[src/rtl/scan_pkg.sv]
// Shared constants for the multiplexed display scan bus: monitor states, error causes and
// the character codes used by the display driver.
package scan_pkg;

  localparam logic [2:0] StHunt = 3'd0;
  localparam logic [2:0] StOn3  = 3'd1;
  localparam logic [2:0] StGap3 = 3'd2;
  localparam logic [2:0] StOn2  = 3'd3;
  localparam logic [2:0] StGap2 = 3'd4;
  localparam logic [2:0] StOn1  = 3'd5;
  localparam logic [2:0] StGap1 = 3'd6;
  localparam logic [2:0] StOn0  = 3'd7;

  localparam logic [1:0] ERR_MULTI = 2'd0;
  localparam logic [1:0] ERR_ORDER = 2'd1;
  localparam logic [1:0] ERR_CHAR  = 2'd2;
  localparam logic [1:0] ERR_GAP   = 2'd3;

  localparam logic [3:0] CHAR_0 = 4'h0;
  localparam logic [3:0] CHAR_1 = 4'h1;
  localparam logic [3:0] CHAR_2 = 4'h2;
  localparam logic [3:0] CHAR_3 = 4'h3;
  localparam logic [3:0] CHAR_4 = 4'h4;
  localparam logic [3:0] CHAR_5 = 4'h5;
  localparam logic [3:0] CHAR_6 = 4'h6;
  localparam logic [3:0] CHAR_7 = 4'h7;
  localparam logic [3:0] CHAR_8 = 4'h8;
  localparam logic [3:0] CHAR_9 = 4'h9;
  localparam logic [3:0] CHAR_A = 4'hA;
  localparam logic [3:0] CHAR_B = 4'hB;
  localparam logic [3:0] CHAR_C = 4'hC;
  localparam logic [3:0] CHAR_D = 4'hD;
  localparam logic [3:0] CHAR_E = 4'hE;
  localparam logic [3:0] CHAR_F = 4'hF;

  // Digit position an ON/GAP state refers to; HUNT maps to 0 and is never consulted.
  function automatic logic [1:0] state_digit(input logic [2:0] st);
    case (st)
      StOn3, StGap3: return 2'd3;
      StOn2, StGap2: return 2'd2;
      StOn1, StGap1: return 2'd1;
      default:       return 2'd0;
    endcase
  endfunction

endpackage

[src/rtl/gap_timer.sv]
// Saturating count of consecutive blank cycles between two digits of a frame, with a flag that
// says the next blank cycle brings the count to GAP_MAX.
module gap_timer #(
  parameter int unsigned GAP_MAX = 8
) (
  input  logic clk,
  input  logic reset,
  input  logic clear_i,
  input  logic inc_i,
  output logic hit_o
);

  localparam int unsigned CntW = $clog2(GAP_MAX + 1);

  logic [CntW-1:0] cnt_q;

  assign hit_o = (cnt_q == CntW'(GAP_MAX - 1));

  always_ff @(posedge clk or negedge reset) begin
    if (!reset) begin
      cnt_q <= '0;
    end else if (clear_i) begin
      cnt_q <= '0;
    end else if (inc_i && (cnt_q != CntW'(GAP_MAX))) begin
      cnt_q <= cnt_q + 1'b1;
    end
  end

endmodule

[src/rtl/scan_capture.sv]
// Receive-side checker for the 4-digit multiplexed display scan bus; emits one 16-bit frame per
// clean an3..an0 scan. Define SCAN_CAPTURE_TIMEOUT_EN to bound blank gaps inside a frame.
module scan_capture
  import scan_pkg::*;
#(
  parameter int unsigned GAP_MAX = 8
) (
  input  logic        clk,
  input  logic        reset,
  input  logic        an3,
  input  logic        an2,
  input  logic        an1,
  input  logic        an0,
  input  logic [3:0]  char,
  output logic [15:0] frame,
  output logic        frame_valid,
  output logic        err,
  output logic [1:0]  err_code,
  output logic        locked
);

  logic [3:0] lit;
  logic       blank, single, multi;
  logic [1:0] lit_idx;

  assign lit    = ~{an3, an2, an1, an0};
  assign blank  = (lit == 4'b0000);
  assign single = !blank && ((lit & (lit - 4'd1)) == 4'b0000);
  assign multi  = !blank && !single;

  always_comb begin
    lit_idx = 2'd0;
    case (lit)
      4'b1000: lit_idx = 2'd3;
      4'b0100: lit_idx = 2'd2;
      4'b0010: lit_idx = 2'd1;
      default: lit_idx = 2'd0;
    endcase
  end

  logic [2:0]      state_q, state_d;
  logic [3:0][3:0] shadow_q, shadow_d;
  logic            prev_blank_q;
  logic [1:0]      digit, next_digit;
  logic            commit, err_set;
  logic [1:0]      err_sel;

`ifdef SCAN_CAPTURE_TIMEOUT_EN
  logic gap_clr, gap_inc, gap_hit;

  gap_timer #(
    .GAP_MAX(GAP_MAX)
  ) u_gap_timer (
    .clk    (clk),
    .reset  (reset),
    .clear_i(gap_clr),
    .inc_i  (gap_inc),
    .hit_o  (gap_hit)
  );
`else
  logic unused_gap_max;
  assign unused_gap_max = ^GAP_MAX;
`endif

  always_comb begin
    digit      = state_digit(state_q);
    next_digit = digit - 2'd1;
    state_d    = state_q;
    shadow_d   = shadow_q;
    commit     = 1'b0;
    err_set    = 1'b0;
    err_sel    = ERR_MULTI;
`ifdef SCAN_CAPTURE_TIMEOUT_EN
    gap_clr    = 1'b0;
    gap_inc    = 1'b0;
`endif
    case (state_q)
      StHunt: begin
        // Only a fresh blank->an3 edge starts a frame; anything else is silently skipped.
        if (single && (lit_idx == 2'd3) && prev_blank_q) begin
          state_d     = StOn3;
          shadow_d[3] = char;
        end
      end
      StOn3, StOn2, StOn1, StOn0: begin
        if (multi) begin
          err_set = 1'b1;
          err_sel = ERR_MULTI;
        end else if (single && (lit_idx != digit)) begin
          err_set = 1'b1;
          err_sel = ERR_ORDER;
        end else if (single && (char != shadow_q[digit])) begin
          err_set = 1'b1;
          err_sel = ERR_CHAR;
        end else if (blank) begin
          if (state_q == StOn0) begin
            commit  = 1'b1;
            state_d = StHunt;
          end else begin
            state_d = state_q + 3'd1;
`ifdef SCAN_CAPTURE_TIMEOUT_EN
            gap_clr = 1'b1;
`endif
          end
        end
      end
      StGap3, StGap2, StGap1: begin
        if (multi) begin
          err_set = 1'b1;
          err_sel = ERR_MULTI;
        end else if (single && (lit_idx != next_digit)) begin
          err_set = 1'b1;
          err_sel = ERR_ORDER;
        end else if (single) begin
          state_d              = state_q + 3'd1;
          shadow_d[next_digit] = char;
        end
`ifdef SCAN_CAPTURE_TIMEOUT_EN
        else begin
          gap_inc = 1'b1;
          if (gap_hit) begin
            err_set = 1'b1;
            err_sel = ERR_GAP;
          end
        end
`endif
      end
      default: state_d = StHunt;
    endcase
    if (err_set) state_d = StHunt;
  end

  always_ff @(posedge clk or negedge reset) begin
    if (!reset) begin
      state_q      <= StHunt;
      shadow_q     <= '0;
      prev_blank_q <= 1'b0;
      frame        <= 16'h0000;
      frame_valid  <= 1'b0;
      err          <= 1'b0;
      err_code     <= 2'b00;
      locked       <= 1'b0;
    end else begin
      state_q      <= state_d;
      shadow_q     <= shadow_d;
      prev_blank_q <= blank;
      frame_valid  <= commit;
      err          <= err_set;
      if (commit) frame <= shadow_q;
      if (err_set) err_code <= err_sel;
      if (err_set) begin
        locked <= 1'b0;
      end else if (commit) begin
        locked <= 1'b1;
      end
    end
  end

endmodule

[config.mk]
export PLATFORM = sky130hd
export DESIGN_NAME = scan_capture
export DESIGN_NICKNAME = d
export VERILOG_FILES = /design/src/rtl/scan_pkg.sv /design/src/rtl/gap_timer.sv /design/src/rtl/scan_capture.sv
export SDC_FILE = /design/constraint.sdc
export NUM_CORES = 1
export LEC_CHECK = 0
export CORE_UTILIZATION = 39
export DETAILED_ROUTE_END_ITERATION = 8
export PLACE_DENSITY = 0.71
export SYNTH_ARGS = -nofsm -noshare
export SYNTH_HDL_FRONTEND = slang
export SYNTH_SLANG_ARGS = --single-unit
[constraint.sdc]
create_clock -name clk -period 4.9 [get_ports clk]
set_input_delay 0.49 -clock clk [delete_from_list [all_inputs] [get_ports clk]]
set_output_delay 0.49 -clock clk [all_outputs]
set_load 0.05 [all_outputs]
==> results.py, run 1 <==
metrics = {
    "yosys": {
        "ys.flop_type": "dfrtp_1",
        "synth_area_leaders": "dfrtp_1 (41%), mux2_2 (14%), ha_1 (5.0%)",
        "synth_top_cells_by_count": "dfrtp_1 (41), mux2_2 (32), nor2_1 (12)",
        "syn_avg_cell_area_um2": 10.9,
        "seq_area_frac_synth_pct": 40.7,
        "ys_ff_latch": 41,
        "synth_most_common_cell": "dfrtp_1",
        "syn_inst": 231,
        "yosysTopAreaCellShare_pct": 40.7,
        "syn-num-nets": 251,
        "yosysWarnings": 0,
        "synth.distinct_cells": 63,
        "synth.cell_area_um2": 2520,
        "synth_edf_count": 0,
        "async_flop_share_pct": 100,
        "synth_top_area_cell": "dfrtp_1",
    },
    "sta": {
        "fin_ws_ns": 1.31,
        "rsz0062_at_grt": "no",
        "hold_viol": 0,
        "worst_clock_skew_ns": 0.00693,
        "finalCriticalPeriod_ns": 3.59,
        "max_freq_mhz": 279,
        "slew_headroom_pct": 40.5,
        "slew_violations": 0,
        "tightest_slew_ns": 0.892,
        "finalCritPeriodShare_pct": 73.3,
        "setup_violations": 0,
        "finalSetupTns_ns": 0,
    },
    "pwr": {
        "irDropWorstVdd_v": 0.000290,
        "p_per_area_nw_per_um2": 479,
        "p_leak_nw": 1.31,
    },
    "worst_setup_path": {
        "cp.arrival_ns": 3.78,
        "crit-reg2reg-launch": "state_q[0]$_DFFE_PN0P_",
        "crit_start": "state_q[0]$_DFFE_PN0P_",
        "crit_fanout": 14,
        "worstPathRequired_ns": 5.09,
        "r2r_cells": 10,
        "startpoint_type": "flop",
        "worstSetupPathType": "flop to flop",
        "end_kind": "flop",
    },
    "global_routing": {
        "track_usage_pct": 18.0,
        "grt_pass1_vias": 1757,
        "antenna_found_initial": 0,
        "grt_pass1_wl_mm": 9.00,
        "grt-ovfl-total": 0,
        "grt_max_degree": 42,
    },
    "clocking": {
        "cts_resized": 0,
        "holdBufCountCts": 0,
        "cts-root-buf": "clkbuf_8",
        "cts_setup_buffers": 0,
        "ctsHtreeMaxLevel": 2,
        "cts.path.max_buffers": 2,
        "clkLatencyLatePin_ns": 0.30,
        "cts_buffers": 5,
        "clkSinkCount": 41,
        "cts_tree": "built",
        "path_clk_slew_ns": 0.09,
    },
    "layout": {
        "multi_input_area_um2": 1370,
        "regArea_um2": 1030,
        "layout-area-overhead-vs-synth_pct": 15.9,
        "fin_nets": 272,
        "diodes": 0,
        "drive_above_1_share_pct": 23.3,
        "n_fill_cell": 577,
    },
    "floorplan": {
        "ioPinCount": 31,
        "die_area_um2": 6780,
        "start_util_pct": 41.6,
        "die_h_um": 82.4,
        "coreArea_um2": 6060,
        "die_w_um": 82.4,
        "rows": 28,
    },
    "drt": {
        "drcViolationCount": 0,
        "wl_mm": 5.44,
        "wl_per_cell_um": 16.6,
        "detail_route.iter0.violations": 215,
        "antenna_left": 0,
        "via_per_inst": 5.64,
        "num_vias": 1851,
        "first_pass_iters": 5,
    },
    "placed_design": {
        "dp.final_hpwl_mm": 3.83,
        "place_ws_ns": 1.35,
        "gp_congestion": 0.865,
        "io_buffer_count": 30,
    },
    "flow_run": {
        "max_cap_violations": 0,
    },
    "hold_path": {
        "hold_class": "input port to asynchronous set/reset pin",
    },
    "outcome": {
        "status": "complete, no violations",
    },
}
==> layer usage <==
| layer | wire length (um) | vias up | GRT usage, % |
|---|---|---|---|
| li1 | - | 902 | - |
| met1 | 2730 | 884 | 26.1 |
| met2 | 2300 | 56 | 26.0 |
| met3 | 311 | 9 | 3.63 |
| met4 | 92 | 0 | 7.02 |
| met5 | 0 | - | 0 |
==> state kept, by name, summed over array words and instances, names as in the netlist <==
signal / cells
prev_blank_q: 1
locked: 1
err: 1
frame: 16
frame_valid: 1
state_q: 3
err_code: 2
shadow_q: 16
==> cells in the final DEF, fill, tap and decap left out, drive strengths merged, types with 4 or more instances in the layout <==
| cell | Yosys | layout |
|---|---|---|
| a21oi | 8 | 8 |
| o21a | 6 | 6 |
| nor2 | 12 | 12 |
| o2111ai | 6 | 6 |
| o21ai | 9 | 9 |
| clkdlybuf4s50 | 0 | 29 |
| mux2 | 34 | 34 |
| o211ai | 6 | 6 |
| nand2 | 11 | 11 |
| clkbuf | 5 | 5 |
| ha | 10 | 10 |
| nor3 | 6 | 6 |
| and3 | 4 | 4 |
| inv | 11 | 12 |
| dfrtp | 41 | 41 |
==> cell type report <==
| cell class | instances | share of cell area [%] |
|---|---|---|
| Inverter | 11 | 1.41 |
| Sequential cell | 41 | 35.1 |
| Timing Repair Buffer | 30 | 10.1 |
| Tap cell | 75 | 3.21 |
| Multi-Input combinational cell | 163 | 46.9 |
| Clock buffer | 5 | 2.36 |
| Clock inverter | 3 | 0.857 |
==> critical path: stages, from the launching register on <==
cell	delay, ns
dfrtp_1	0.40
inv_1	0.13
ha_1	0.52
or2_1	0.38
inv_2	0.20
a2111oi_0	0.67
or3_1	0.24
o2111ai_4	0.16
o211ai_2	0.29
o21ai_2	0.15
mux2_4	0.33
==> where the power goes <==
group	internal, mW	switching, mW	total [mW]
Clock	0.103	0.137	0.240
Sequential	0.407	0.0614	0.468
Combinational	0.285	0.406	0.691
Total	0.795	0.604	1.40
==> cells by family (layout without fill, tap and decap cells) <==
| kind of cell | Yosys count | after routing | share of synthesized area (%) |
|---|---|---|---|
| compound gates | 61 | 61 | 20.6 |
| xor+xnor | 1 | 1 | 0.348 |
| fa+ha+maj | 10 | 10 | 4.97 |
| buf+inv | 27 | 49 | 4.92 |
| flops | 41 | 41 | 40.7 |
| mux | 36 | 36 | 16.1 |
| simple gates | 55 | 55 | 12.3 |
==> metrics by stage <==
step                cells  hold slack (ns)  power (mW)  utilization, %  cell area [um2]
floorplan             231            0.194        1.02               -             2520
global placement      320            0.487        1.14            46.6             2830
detailed placement    320            0.493        1.16            46.6             2830
CTS                   328            0.330        1.40            48.2             2920
global route          328            0.376        1.51            48.2             2920
finish                328            0.304        1.40            48.2             2920
==> path summary, 6_finish.rpt <==
path	to	slack [ns]
worst max-delay path	err_code[0]$_DFFE_PN0P_	1.31
worst min-delay path	frame[0]$_DFFE_PN0P_	0.30
worst max register to register	err_code[0]$_DFFE_PN0P_	1.31
worst min register to register	frame[14]$_DFFE_PN0P_	0.51
max in group asynchronous	state_q[2]$_DFFE_PN0P_	4.04
min in group clk	frame[14]$_DFFE_PN0P_	0.51
(Power assumes the default switching activity.)
==> run 2: changes to the inputs <==
clock period = 3.7 ns   (was 4.9 ns; I/O delays follow)
==> results.py, run 2 (same netlist as run 1, synthesis figures left out) <==
metrics = {
    "worst_setup_path": {
        "r2r_slack_ns": 0.28,
        "worstPathRequired_ns": 3.88,
        "end_kind": "flop",
        "startpoint_type": "flop",
        "worstSetupPathType": "flop to flop",
        "path_cells": "inv_1, ha_1, and2b_1, nor2_1, ha_1, nand2_1, o22ai_1, a41o_1, o311ai_1, a21oi_1, o21ai_2, mux2_4",
        "max_stage_delay_ns": 0.40,
        "crit_family": "compound AO/OA/AOI/OAI gates",
        "crit_fanout": 10,
        "crit_slowest_cell": "dfrtp_1",
        "cpMostUsedCell": "ha_1",
        "worst-path-buf-inv": 1,
        "cp.arrival_ns": 3.60,
    },
    "global_routing": {
        "grt-ovfl-total": 0,
        "grt_pass1_vias": 1817,
        "met3_usage_pct": 3.63,
        "grt_util_met1_pct": 25.5,
        "grtUsageMet2_pct": 26.6,
        "track_usage_pct": 17.9,
        "antenna_found_initial": 0,
        "grt_pass1_wl_mm": 8.96,
        "grt-busiest-layer": "met2",
        "grt_max_degree": 42,
    },
    "drt": {
        "wl_per_cell_um": 15.9,
        "via_per_inst": 5.68,
        "num_vias": 1874,
        "wl_mm": 5.26,
        "drcViolationCount": 0,
        "detail_route.iter0.violations": 125,
        "first_pass_iters": 4,
        "antenna_left": 0,
    },
    "placed_design": {
        "gp_congestion": 0.870,
        "io_buffer_count": 30,
        "place_ws_ns": 0.323,
        "dp.final_hpwl_mm": 3.80,
    },
    "layout": {
        "largest_registers": "frame x16, shadow_q x16, state_q x3",
        "diodes": 0,
        "regArea_um2": 1030,
        "final_cell_mix": "dfrtp_1 (41), mux2_2 (32), clkdlybuf4s50_1 (29)",
        "final_common_cell": "dfrtp_1",
        "fin_nets": 274,
        "drive_above_1_share_pct": 23.5,
        "multi_input_area_um2": 1370,
        "n_fill_cell": 578,
        "layout-area-overhead-vs-synth_pct": 17.2,
    },
    "sta": {
        "setup_violations": 0,
        "rsz0062_at_grt": "no",
        "fin_ws_ns": 0.279,
        "slew_violations": 0,
        "finalSetupTns_ns": 0,
        "tightest_slew_ns": 0.906,
        "max_freq_mhz": 292,
        "finalCriticalPeriod_ns": 3.42,
        "worst_clock_skew_ns": 0.00574,
        "finalCritPeriodShare_pct": 92.5,
        "slew_headroom_pct": 39.6,
        "hold_viol": 0,
    },
    "clocking": {
        "cts_tree": "built",
        "holdBufCountCts": 0,
        "cts.path.max_buffers": 2,
        "cts_buffers": 5,
        "cts_setup_buffers": 0,
        "clkLatencyLatePin_ns": 0.29,
        "ctsHtreeMaxLevel": 2,
        "clkSinkCount": 41,
        "cts-root-buf": "clkbuf_8",
        "path_clk_slew_ns": 0.08,
    },
    "hold_path": {
        "hold_class": "input port to asynchronous set/reset pin",
    },
    "floorplan": {
        "die_w_um": 82.4,
        "ioPinCount": 31,
        "die_h_um": 82.4,
        "die_area_um2": 6780,
        "rows": 28,
        "coreArea_um2": 6060,
        "start_util_pct": 41.6,
    },
    "pwr": {
        "p_per_area_nw_per_um2": 646,
        "p_leak_nw": 1.33,
        "irDropWorstVdd_v": 0.000376,
    },
    "flow_run": {
        "max_cap_violations": 0,
    },
    "outcome": {
        "status": "complete, no violations",
    },
}
run 2: cell type report:
cell class / instances / area share (%)
Multi-Input combinational cell: 163 / 46.4
Sequential cell: 41 / 34.7
Timing Repair Buffer: 32 / 10.5
Tap cell: 75 / 3.18
Clock buffer: 6 / 2.46
Inverter: 11 / 1.40
Clock inverter: 2 / 1.31
run 2: final timing paths:
check,startpoint,endpoint,depth (start not counted)
setup / recovery,state_q[0]$_DFFE_PN0P_,err_code[0]$_DFFE_PN0P_,12
hold / removal,reset,frame[9]$_DFFE_PN0P_,1
setup reg to reg,state_q[0]$_DFFE_PN0P_,err_code[0]$_DFFE_PN0P_,12
hold reg to reg,frame[1]$_DFFE_PN0P_,frame[1]$_DFFE_PN0P_,1
max in group asynchronous,reset,prev_blank_q$_DFF_PN0_,1
min in group clk,frame[1]$_DFFE_PN0P_,frame[1]$_DFFE_PN0P_,1
run 2: metal layers:
metal / wire length [um] / part of all wire (%) / up-vias
met5: 0 / 0 / -
met4: 58 / 1.1 / 0
met3: 206 / 3.9 / 4
met2: 2330 / 44 / 48
met1: 2670 / 51 / 916
li1: - / - / 906
run 2: power by group:
part / internal (mW) / switching (mW) / total [mW]
registers: 0.539 / 0.0769 / 0.616
logic: 0.393 / 0.546 / 0.940
clock network: 0.202 / 0.150 / 0.353
run 2: metrics by stage:
step / instance area [um2] / hold WS, ns / utilization, % / power [mW] / std cells
CTS: 2950 / 0.222 / 48.7 / 1.91 / 330
finish: 2950 / 0.204 / 48.7 / 1.91 / 330
global placement: 2840 / 0.488 / 46.9 / 1.53 / 322
detailed placement: 2840 / 0.493 / 46.9 / 1.55 / 322
floorplan: 2520 / 0.0744 / - / 1.35 / 231
global route: 2950 / 0.284 / 48.7 / 2.04 / 330
run 2: what timing repair did:
| item | CTS | global route |
|---|---|---|
| endpoints found under the setup margin | 0 | 1 |
| resized for setup | 0 | 1 |
| endpoints found under the hold margin | 0 | 0 |
